$ cat src/rtl/text_console_writer.sv
// Writer side of the VGA text buffer: accepts ASCII over valid/ready, tracks the cursor,
// handles control characters, and clears/scrolls the text RAM through its own port.
module text_console_writer #(
  parameter int unsigned COLS = 70,
  parameter int unsigned ROWS = 30
) (
  input  logic        sys_clk,
  input  logic        rst,
  input  logic        ch_valid,
  input  logic [7:0]  ch_data,
  output logic        ch_ready,
  output logic [15:0] vk_addr,
  output logic        vk_wren,
  output logic [7:0]  vk_wdata,
  input  logic [7:0]  vk_rdata,
  output logic [4:0]  cursor_row,
  output logic [6:0]  cursor_col,
  output logic        busy
);

  localparam logic [15:0] LastCell    = 16'(COLS * ROWS - 1);
  localparam logic [15:0] LastRowBase = 16'(COLS * (ROWS - 1));
  localparam logic [15:0] ScrLast     = 16'(COLS * (ROWS - 1) - 1);
  localparam logic [15:0] ColsW       = 16'(COLS);
  localparam logic [6:0]  LastCol     = 7'(COLS - 1);
  localparam logic [4:0]  LastRow     = 5'(ROWS - 1);
  localparam logic [7:0]  Space       = 8'h20;

  typedef enum logic [2:0] {
    StClrAll, StIdle, StWrite, StScrRd, StScrWr, StClrRow
  } state_e;

  state_e      state_q, state_d;
  logic [15:0] cnt_q, cnt_d;
  logic [4:0]  row_q, row_d;
  logic [6:0]  col_q, col_d;
  logic [15:0] lin_q, lin_d;
  // Cursor to adopt when the pending WRITE retires, so the outputs stay stable while busy.
  logic [4:0]  prow_q, prow_d;
  logic [6:0]  pcol_q, pcol_d;
  logic [15:0] plin_q, plin_d;
  logic        pscroll_q, pscroll_d;
  logic [15:0] waddr_q, waddr_d;
  logic [7:0]  wdata_q, wdata_d;

  always_comb begin
    state_d   = state_q;
    cnt_d     = cnt_q;
    row_d     = row_q;
    col_d     = col_q;
    lin_d     = lin_q;
    prow_d    = prow_q;
    pcol_d    = pcol_q;
    plin_d    = plin_q;
    pscroll_d = pscroll_q;
    waddr_d   = waddr_q;
    wdata_d   = wdata_q;
    ch_ready  = 1'b0;
    busy      = 1'b1;
    vk_addr   = 16'd0;
    vk_wren   = 1'b0;
    vk_wdata  = 8'd0;

    unique case (state_q)
      StClrAll: begin
        vk_addr  = cnt_q;
        vk_wren  = 1'b1;
        vk_wdata = Space;
        cnt_d    = cnt_q + 16'd1;
        if (cnt_q == LastCell) begin
          state_d = StIdle;
          cnt_d   = 16'd0;
          row_d   = 5'd0;
          col_d   = 7'd0;
          lin_d   = 16'd0;
        end
      end

      StIdle: begin
        ch_ready = 1'b1;
        busy     = 1'b0;
        if (ch_valid) begin
          if (ch_data >= 8'h20 && ch_data <= 8'h7e) begin
            state_d   = StWrite;
            waddr_d   = lin_q;
            wdata_d   = ch_data;
            plin_d    = lin_q + 16'd1;
            pscroll_d = 1'b0;
            prow_d    = row_q;
            if (col_q != LastCol) begin
              pcol_d = col_q + 7'd1;
            end else begin
              pcol_d = 7'd0;
              if (row_q == LastRow) pscroll_d = 1'b1;
              else                  prow_d    = row_q + 5'd1;
            end
          end else begin
            case (ch_data)
              8'h0a: begin
                col_d = 7'd0;
                if (row_q == LastRow) begin
                  state_d = StScrRd;
                  cnt_d   = 16'd0;
                  lin_d   = LastRowBase;
                end else begin
                  row_d = row_q + 5'd1;
                  lin_d = lin_q - {9'd0, col_q} + ColsW;
                end
              end
              8'h0d: begin
                col_d = 7'd0;
                lin_d = lin_q - {9'd0, col_q};
              end
              8'h08: begin
                // Both backspace cases land on linear address lin-1.
                if (col_q != 7'd0 || row_q != 5'd0) begin
                  state_d   = StWrite;
                  waddr_d   = lin_q - 16'd1;
                  wdata_d   = Space;
                  plin_d    = lin_q - 16'd1;
                  pscroll_d = 1'b0;
                  if (col_q != 7'd0) begin
                    prow_d = row_q;
                    pcol_d = col_q - 7'd1;
                  end else begin
                    prow_d = row_q - 5'd1;
                    pcol_d = LastCol;
                  end
                end
              end
              8'h0c: begin
                state_d = StClrAll;
                cnt_d   = 16'd0;
              end
              default: ;
            endcase
          end
        end
      end

      StWrite: begin
        vk_addr  = waddr_q;
        vk_wren  = 1'b1;
        vk_wdata = wdata_q;
        if (pscroll_q) begin
          state_d = StScrRd;
          cnt_d   = 16'd0;
          row_d   = LastRow;
          col_d   = 7'd0;
          lin_d   = LastRowBase;
        end else begin
          state_d = StIdle;
          row_d   = prow_q;
          col_d   = pcol_q;
          lin_d   = plin_q;
        end
      end

      StScrRd: begin
        vk_addr = cnt_q + ColsW;
        state_d = StScrWr;
      end

      StScrWr: begin
        vk_addr  = cnt_q;
        vk_wren  = 1'b1;
        vk_wdata = vk_rdata;
        cnt_d    = cnt_q + 16'd1;
        state_d  = (cnt_q == ScrLast) ? StClrRow : StScrRd;
      end

      StClrRow: begin
        vk_addr  = cnt_q;
        vk_wren  = 1'b1;
        vk_wdata = Space;
        cnt_d    = cnt_q + 16'd1;
        if (cnt_q == LastCell) begin
          state_d = StIdle;
          cnt_d   = 16'd0;
        end
      end

      default: begin
        state_d = StClrAll;
        cnt_d   = 16'd0;
      end
    endcase

    // Reset silences the RAM port in the same cycle it is raised.
    if (rst) begin
      ch_ready = 1'b0;
      busy     = 1'b1;
      vk_addr  = 16'd0;
      vk_wren  = 1'b0;
      vk_wdata = 8'd0;
    end
  end

  assign cursor_row = rst ? 5'd0 : row_q;
  assign cursor_col = rst ? 7'd0 : col_q;

  always_ff @(posedge sys_clk) begin
    if (rst) begin
      state_q   <= StClrAll;
      cnt_q     <= 16'd0;
      row_q     <= 5'd0;
      col_q     <= 7'd0;
      lin_q     <= 16'd0;
      prow_q    <= 5'd0;
      pcol_q    <= 7'd0;
      plin_q    <= 16'd0;
      pscroll_q <= 1'b0;
      waddr_q   <= 16'd0;
      wdata_q   <= 8'd0;
    end else begin
      state_q   <= state_d;
      cnt_q     <= cnt_d;
      row_q     <= row_d;
      col_q     <= col_d;
      lin_q     <= lin_d;
      prow_q    <= prow_d;
      pcol_q    <= pcol_d;
      plin_q    <= plin_d;
      pscroll_q <= pscroll_d;
      waddr_q   <= waddr_d;
      wdata_q   <= wdata_d;
    end
  end

endmodule

$ cat config.mk
export PLATFORM = sky130hd
export DESIGN_NAME = text_console_writer
export DESIGN_NICKNAME = d
export VERILOG_FILES = /design/src/rtl/text_console_writer.sv
export SDC_FILE = /design/constraint.sdc
export NUM_CORES = 1
export LEC_CHECK = 0
export BUFFER_PORTS_ARGS = -buffer_cell sky130_fd_sc_hd__buf_2
export CAP_MARGIN = 0
export CELL_PAD_IN_SITES_DETAIL_PLACEMENT = 1
export CELL_PAD_IN_SITES_GLOBAL_PLACEMENT = 1
export CORE_MARGIN = 2
export CORE_UTILIZATION = 45
export DETAILED_ROUTE_END_ITERATION = 12
export PLACE_DENSITY_LB_ADDON = 0.1
export SYNTH_ARGS = -nofsm -noshare
export SYNTH_HDL_FRONTEND = slang
export SYNTH_SLANG_ARGS = --single-unit
$ cat constraint.sdc
create_clock -name sys_clk -period 4.5 [get_ports sys_clk]
set_input_delay 0.225 -clock sys_clk [delete_from_list [all_inputs] [get_ports sys_clk]]
set_output_delay 0.225 -clock sys_clk [all_outputs]
set_load 0.1 [all_outputs]
After elaboration in Yosys (flattened, before gate mapping)
Cells that the tools add are included.
{"block": "totals", "register_bits": 100, "output_inout_bits": 39}
{"block": "op_classes", "addsub": 10, "n_lt_le_gt_ge": 2, "n_eq_ne": 26, "mux": 70, "bitwise": 1, "n_reduce_logical": 18}
{"operator": "$mux 16", "count": 15}
{"operator": "$pmux 16 s3", "count": 2}
{"operator": "$pmux 16 s5", "count": 1}
{"operator": "$mux 7", "count": 11}
{"operator": "$pmux 16 s2", "count": 2}
{"operator": "$mux 5", "count": 12}
{"operator": "$add 16x1->16 const B", "count": 2}
{"operator": "$add 16x7->16 const B", "count": 2}
{"operator": "$eq 8x4->1 const B", "count": 4}
{"operator": "$mux 8", "count": 4}
{"operator": "$pmux 8 s3", "count": 1}
{"operator": "$pmux 7 s3", "count": 1}
{"operator": "$reduce_and 5->1", "count": 4}
{"operator": "$mux 3", "count": 6}
{"operator": "$eq 16x11->1 const B", "count": 1}
{"operator": "$eq 16x12->1 const B", "count": 1}
{"operator": "$sub 16x1->16 const B", "count": 1}
{"operator": "$sub 16x7->16", "count": 1}
{"operator": "$pmux 3 s5", "count": 1}
{"operator": "$pmux 5 s3", "count": 1}
{"operator": "$mux 1", "count": 11}
{"operator": "$ne 2x2->1 const B", "count": 5}
{"operator": "$pmux 3 s3", "count": 1}
{"operator": "$ge 8x6->1 const B", "count": 1}
{"operator": "other kinds (29)", "count": 36}

Longest topological paths before layout
Gate-level depths: netlist of the first run.
{"block": "depth", "word_depth": 7, "mapped_depth": 12, "depth_no_buf": 11}

Worst setup path before layout of the first run
No wires, ideal clock.
{"block": "synth_path", "kind": "reg-to-output", "startpoint": "reg state_q[1]", "endpoint": "out vk_wdata[5]", "arrival_ns": 5.533, "required_time_ns": 4.275, "path_slack_ns": -1.258, "path_stages_with_launch": 5, "path_cell_list": "dfxtp_1 clkbuf_1 clkbuf_1 o21bai_1 a2111oi_0"}
{"block": "synth_between", "elab_chain_cells": 4, "word_cells_on_any_way": 7, "classes_between": "3 x eq/ne; 2 x mux; 2 x reduce/logical"}
{"element": "from (decl)", "line": "33", "source": "state_e state_q, state_d;"}
{"element": "from (signal assigned)", "line": "204", "source": "state_q <= StClrAll;"}
{"element": "from (signal assigned)", "line": "216", "source": "state_q <= state_d;"}
{"element": "$eq 3x3->1 / $logic_not 3->1 (equally long branches)", "line": "64", "source": "unique case (state_q)"}
{"element": "$reduce_or 2->1 (no line)"}
{"element": "$pmux 8 s3 (*)", "line": "64"}
{"element": "$mux 8 (*)", "line": "190", "source": "if (rst) begin"}
{"element": "to (decl)", "line": "14", "source": "output logic [7:0] vk_wdata,"}
Mark *: on every way between the ends. The rest lies on a longest branch, timed or not.

Final worst setup path of the first run
{"block": "layout_path", "startpoint": "reg col_q[2]", "endpoint": "reg lin_q[14]"}
{"block": "layout_between", "elab_chain_cells": 7}
{"element": "from (decl)", "line": "36", "source": "logic [6:0] col_q, col_d;"}
{"element": "from (signal assigned)", "line": "219", "source": "col_q <= col_d;"}
{"element": "$sub 16x7->16 (*)", "line": "107, 112"}
{"element": "$add 16x7->16", "line": "107", "source": "lin_d = lin_q - {9'd0, col_q} + ColsW;"}
{"element": "$mux 16", "line": "101", "source": "if (row_q == LastRow) begin"}
{"element": "$pmux 16 s2 (*)", "line": "98", "source": "case (ch_data)"}
{"element": "$mux 16 (*)", "line": "83", "source": "if (ch_data >= 8'h20 && ch_data <= 8'h7e) begin"}
{"element": "$mux 16 (*)", "line": "82", "source": "if (ch_valid) begin"}
{"element": "$pmux 16 s3 (*)", "line": "64"}
{"element": "to (signal assigned)", "line": "220", "source": "lin_q <= lin_d;"}
{"element": "to (decl)", "line": "37", "source": "logic [15:0] lin_q, lin_d;"}
Mark *: on every way between the ends. The rest lies on a longest branch, timed or not. The select of a mux whose other input is x is not followed.
A chain may end at the register's enable or synchronous reset.

==> run metrics, run 1 <==
slowest stage delay, CP=520 ps; layout cells sized above 1=0.1092; Slowest-stage cell, CP=dfxtp_1; Setup crit start kind=flip-flop; grt total ovfl=0; pwr dens=244.7 nW/um^2; Die Span Y=129.1 um; core footprint=15260 sq um; fmax=0.2803 GHz; Longest Clk Path Bufs=2; Fin Setup TNS=0 ps; Hold-fix buffers, CTS=0; Post-Syn Area per Cell=7.278 sq um; worst skew pair latency=360 ps; Slew Limit Fails=0; Setup Fix Bufs, Post-CTS=0; antenna violations before repair=0; area post-placement=7430 sq um; R2R setup slack=930 ps; H-tree depth=3; final core utilization=0.5081; count of different cell masters after synthesis=71; CP endpoint=lin_q[14]; xor-xnor portion of the synthesized cell area=0.08080; R2R cell count=10; Ys Warns=0; Mapped Area=7046 sq um; Flop pwr share=0.470; Crit path arrival time=3840 ps; Tmin final=3567 ps; Setup crit start=col_q[2]; final worst path period share=0.7927; Max Cap Viol=0; Setup CP Type=flip-flop to flip-flop; routed wire length per instance=19.72 um; fin area=7752 sq um; Critical Path RT=4770 ps; largest net degree at the start of global routing=73; Critical Path Fanout Max=10; Simple-Gate Fraction of Synth Area=0.2872; Leak=2.767 nW; DIE AREA=16670 sq um; FFs w/ async S/R, synth=0; Initial DRT Pass Iterations=5; Int Pwr=1.418 mW; PortBufs=57; CTS tree=built; synthesized netlist net count=1011; sw frac=0.2525; NetSw=0.4791 mW; Gate power share=0.069; Fin. Hold Viols=0; reg2reg start=col_q[2]; number of remaining DRC errors=0; outcome=completed; Syn-to-layout area delta=10.03%; Total GRT Usage=0.2864; clock root cell=clkbuf_16; FF/Latch Area=2002 sq um; Post-synth EDFFs=0; Vias per Instance=6.134; hold_ws=154.9 ps; row count=45; Worst Max-Slew Pin Slew=862.6 ps; worst hold path class=input pin to flip-flop; Compound-Gate Fraction of Synth Area=0.2422; Inserted Diodes=0; sequential area share after synthesis=0.2841; Clk network pwr share=0.461; Multi-input gate area=4692 sq um; first-pass GRT wire length=38450 um; CP Cell Sequence=inv_1 > ha_1 > nor2_1 > a211oi_1 > o22a_1 > nand4_1 > a311oi_1 > nand2_1 > or4_1 > o211ai_1; Post-DRT Antenna Nets=0; Final Net Count=1018; final setup fails=0; multiplexer share of the synthesized area=0.008879; post-cts resize count=0; vias in the first global route=7416; Synth Area in Adders=0.04511; Fill cells=1941; main combinational cell family by area after synthesis=simple AND/OR/NAND/NOR gates; Top Ports=58; Initial Util=0.4617; DR iter-0 viols=566; dpl hpwl=16930 um; Reg-to-Reg End=lin_q[14]; unrepaired setup endpoints after global routing=no; flops & latches, synth=100; Num Clock Sinks=100; Vias=7305; CTS clk-pin slew, worst paths=80 ps; CP Capture Type=flip-flop; Cells after Synth=968; Die Wd=129.1 um; Post-Route Skew=9.516 ps; WL final=23490 um; Main synth FF type=dfxtp_1; Max IR drop VDD=0.1876 mV; Slew headroom=0.4197; total CTS buffers=9; Final Wtd Congestion=0.8775
==> synthesized netlist by cell type (all sizes together), types with 5 or more instances <==
master	instances	area, sq um
nor2	141	529.3
a311oi	13	113.9
and3	13	81.33
nand3	38	190.2
a22oi	30	225.2
a221oi	5	61.31
nor3	36	185.2
o21ai	40	200.2
or3	17	116.4
o22ai	5	31.28
a21oi	69	345.3
nor2b	10	62.56
o211ai	9	67.56
and2	5	31.28
xor2	24	210.2
nand2b	11	68.82
clkbuf	67	251.5
dfxtp	100	2002
nand4	13	96.34
ha	23	287.8
o31ai	7	52.55
inv	20	75.07
a211oi	26	195.2
buf	8	33.78
xnor2	41	359.1
a21o	6	46.30
or4	5	37.54
nand2	107	401.6
nor4	9	62.56
==> final cells by class <==
cell class / count / share of cell area
flip-flops and latches: 100 / 0.2582
multi-input cells: 772 / 0.6052
clock buffers: 9 / 0.02905
clock inverters: 7 / 0.01259
repair buffers: 71 / 0.05068
well taps: 211 / 0.03405
inverters: 21 / 0.01017
==> cells in the final DEF (no fill, tap or decap), types with 8 or more instances in the layout <==
master     synthesis  routed
xnor2_1           41      41
nor3_1            35      35
nor2b_1           10      10
buf_4              0      15
nor2_1           141     141
o21ai_0           40      40
dfxtp_1          100     100
o211ai_1           9       9
or3_1             15      15
buf_2              3      56
clkbuf_16          0       9
ha_1              23      23
xor2_1            24      24
nand4_1           12      12
nand2_1          107     107
a22oi_1           30      30
and3_1            13      13
nand3_1           38      38
a211oi_1          26      26
a311oi_1          13      13
a21oi_1           69      68
inv_1             20      20
nand2b_1          11      11
nor4_1             8       8
==> how the worst min path moves through the flow <==
stage,start,depth (start not counted),to
floorplan,ch_data[0],2,wdata_q[0]
global placement,plin_q[5],2,plin_q[5]
detailed placement,plin_q[9],2,plin_q[9]
CTS,ch_data[4],3,wdata_q[4]
global route,ch_data[4],3,wdata_q[4]
finish,ch_data[4],3,wdata_q[4]
==> per-layer routing <==
metal  GRT usage  routed length [um]
met1      0.3743               10790
met2      0.4901               11340
met3     0.03881                 907
met4     0.09079                 454
met5           0                   0
==> stage by stage <==
step | setup slack, ps | std cells | power, mW
final | 932.7 | 1191 | 1.897
after global routing | 620.1 | 1191 | 1.955
after CTS | 989.3 | 1191 | 1.913
after detailed placement | 992.5 | 1175 | 1.042
after global placement | 1187 | 1175 | 1.039
after floorplan | 85.11 | 968 | 1.004
==> critical path, delay by kind of cell (launching register included) <==
kind | cells | cell delay [ps]
AND/OR/NAND/NOR | 4 | 870
adder cells (fa/ha/maj) | 1 | 350
flip-flops | 1 | 520
buffers and inverters | 1 | 160
AO/OA/AOI/OAI | 4 | 1570
==> sequential cells by signal (all words and copies together), names as in the netlist <==
name	cells
row_q	5
pcol_q	7
col_q	7
plin_q	16
lin_q	16
state_q	3
pscroll_q	1
prow_q	5
cnt_q	16
wdata_q	8
waddr_q	16
==> power groups by stage <==
stage          Clock [mW]  Sequential, mW  Combinational (mW)
2_1_floorplan           0           0.911              0.0934
3_3_place_gp            0           0.912               0.127
3_5_place_dp            0           0.912               0.130
4_1_cts             0.891           0.891               0.131
5_1_grt             0.920           0.892               0.143
6_report            0.874           0.891               0.132
==> kinds of logic after synthesis <==
family                     Yosys count
AOI/OAI and AO/OA                  252
xor gates and xnor gates            65
adders and majority gates           25
buffers and inverters               96
DFF                                100
muxes                                6
and+or+nand+nor                    424
Power figures use the tool's default switching activity.
==> run 2: changes to the inputs <==
CORE_UTILIZATION = 40   (was 45)
clock period = 3.2 ns   (was 4.5 ns; I/O delays follow)
==> run 2 against run 1 <==
Utilization shrank 2.8 points; clock skew grew 1.6 ps; sequential power grew 40%; sequential share of layout area shrank 1.6 points; critical endpoint unchanged.
==> run metrics, run 2 (same netlist as run 1, synthesis figures left out) <==
outcome=completed; Die Span Y=136.7 um (+5.9%); Total GRT Usage=0.2557 (-0.03066); Flop pwr share=0.478 (+0.008); final setup fails=0 (unchanged); routed wire length per instance=18.86 um (-4.4%); Setup crit start=cnt_q[1]; Top Ports=58 (unchanged); fmax=0.3268 GHz (+17%); Reg-to-Reg End=lin_q[14]; Clk network pwr share=0.448 (-0.013); Worst Max-Slew Pin Slew=778.1 ps (-84.51 ps); Inserted Diodes=0 (unchanged); R2R setup slack=140 ps (-790 ps); Longest Clk Path Bufs=2 (unchanged); unrepaired setup endpoints after global routing=yes; Critical Path Fanout Max=7 (-3); Final Net Count=1059 (+4.0%); Critical Path RT=3480 ps (-1290 ps); Gate power share=0.074 (+0.005); NetSw=0.6769 mW (+41%); Int Pwr=1.945 mW (+37%); Setup WS post-layout=140.4 ps (-792.2 ps); Fill cells=2173 (+12%); Setup CP Type=flip-flop to flip-flop; CTS clk-pin slew, worst paths=70 ps (about the same); Initial Util=0.4088 (-0.05299); commonest cells after routing, fill and taps aside=141 x nor2_1, 107 x nand2_1, 99 x dfxtp_1; DR iter-0 viols=397 (-30%); Design Power=2.622 mW (+38%); grt met3 use=0.03185 (-0.006959); Hold-fix buffers, CTS=0 (unchanged); Slew headroom=0.4776 (+0.05792); Max Cap Viol=0 (unchanged); Post-DRT Antenna Nets=0 (unchanged); GRT busiest layer=met2; GRT met2 Usage=0.4103 (-0.07982); Slew Limit Fails=0 (unchanged); Leak=3.002 nW (+8.5%); total CTS buffers=9 (unchanged); worst hold path class=input pin to flip-flop; Vias per Instance=5.807 (-5.3%); CP endpoint=lin_q[14]; WL final=23500 um (about the same); Final Wtd Congestion=0.8589 (-2.1%); reg2reg start=cnt_q[1]; Num Clock Sinks=100 (unchanged); Max IR drop VDD=0.2492 mV (+33%); row count=48 (+6.7%); met1 Use GR=0.3606 (-0.01370); Fin. Hold Viols=0 (unchanged); layout cells sized above 1=0.1508 (+0.04165); Tmin final=3060 ps (-507.8 ps); PortBufs=57 (unchanged); commonest non-fill, non-tap cell in the layout=nor2_1; core footprint=17240 sq um (+13%); H-tree depth=3 (unchanged); Initial DRT Pass Iterations=4 (-1); sw frac=0.2581 (+0.005628); dpl hpwl=16890 um (-0.28%); CTS tree=built; number of remaining DRC errors=0 (unchanged); clock root cell=clkbuf_16; Post-Route Skew=11.10 ps (+1.587 ps); R2R cell count=9 (-1); pwr dens=316.7 nW/um^2 (+29%); antenna violations before repair=0 (unchanged); worst skew pair latency=360 ps (about the same); CP Capture Type=flip-flop; Vias=7236 (-0.94%); Worst Hold Launch=ch_data[4]; largest net degree at the start of global routing=68 (-6.8%); final worst path period share=0.9561 (+0.1634); grt total ovfl=0 (unchanged); first-pass GRT wire length=37830 um (-1.6%); DIE AREA=18690 sq um (+12%); post-place setup slack=127.8 ps (-864.6 ps); Fin Setup TNS=0 ps (unchanged); vias in the first global route=7006 (-5.5%); Setup crit start kind=flip-flop; Syn-to-layout area delta=17.53%; Crit path arrival time=3340 ps (-500 ps); Die Wd=136.7 um (+5.9%)
-- run 2: cell types whose count changed in the layout (fill, tap and decap cells not counted), sizes merged --
cell | previous run | this run
buf | 71 | 112
bufinv | 2 | 1
clkbuf | 9 | 10
-- run 2: worst min path at each step --
stage	end	slack, ps	cells after the start
after floorplan	wdata_q[0]	310	2
after global placement	plin_q[5]	440	2
after detailed placement	prow_q[0]	450	2
after CTS	wdata_q[4]	90	3
after global routing	wdata_q[4]	110	3
final	wdata_q[4]	110	3
-- run 2: power groups by stage --
stage,Sequential [mW],Combinational [mW],Clock (mW)
final,1.25,0.195,1.17
after global routing,1.25,0.211,1.26
after CTS,1.25,0.195,1.21
after detailed placement,1.28,0.193,0
after global placement,1.28,0.191,0
after floorplan,1.28,0.131,0
-- run 2: worst max-delay path: stages, from the launching register on --
cell and delay (ps):
dfxtp_1 460, ha_1 310, nand2_1 80, nor3_1 160, nand4_1 270, a221o_1 430
a21o_1 250, or4_1 530, or4_1 410, o211ai_1 90
-- run 2: final cells by class --
| type | instances | area [sq um] | share of cell area |
|---|---|---|---|
| clock buffers | 10 | 239.0 | 0.02886 |
| clock inverters | 6 | 71.32 | 0.008613 |
| inverters | 21 | 78.83 | 0.009519 |
| multi-input cells | 772 | 4731 | 0.5713 |
| flip-flops and latches | 100 | 2003 | 0.2419 |
| well taps | 225 | 281.5 | 0.03400 |
| repair buffers | 112 | 875.8 | 0.1058 |
-- run 2: repair_timing --
| item | 4_1_cts | 5_1_grt |
|---|---|---|
| gates resized for setup | 0 | 4 |
| setup endpoints to repair | 0 | 7 |
| buffers inserted | 0 | 1 |
-- run 2: routing by layer --
layer  up-vias  share of wire
met5         -              0
met4         0          0.013
met3        19          0.027
met2       110           0.47
met1      3529           0.49
li1       3578              -
-- run 2: through the flow --
stage,cells,util,area (sq um),hold WS [ps]
global placement,1229,0.4610,7946,437.5
CTS,1245,0.4790,8257,91.72
floorplan,968,-,7059,311.9
global route,1246,0.4804,8280,106.0
detailed placement,1229,0.4610,7946,445.0
finish,1246,0.4804,8280,105.3
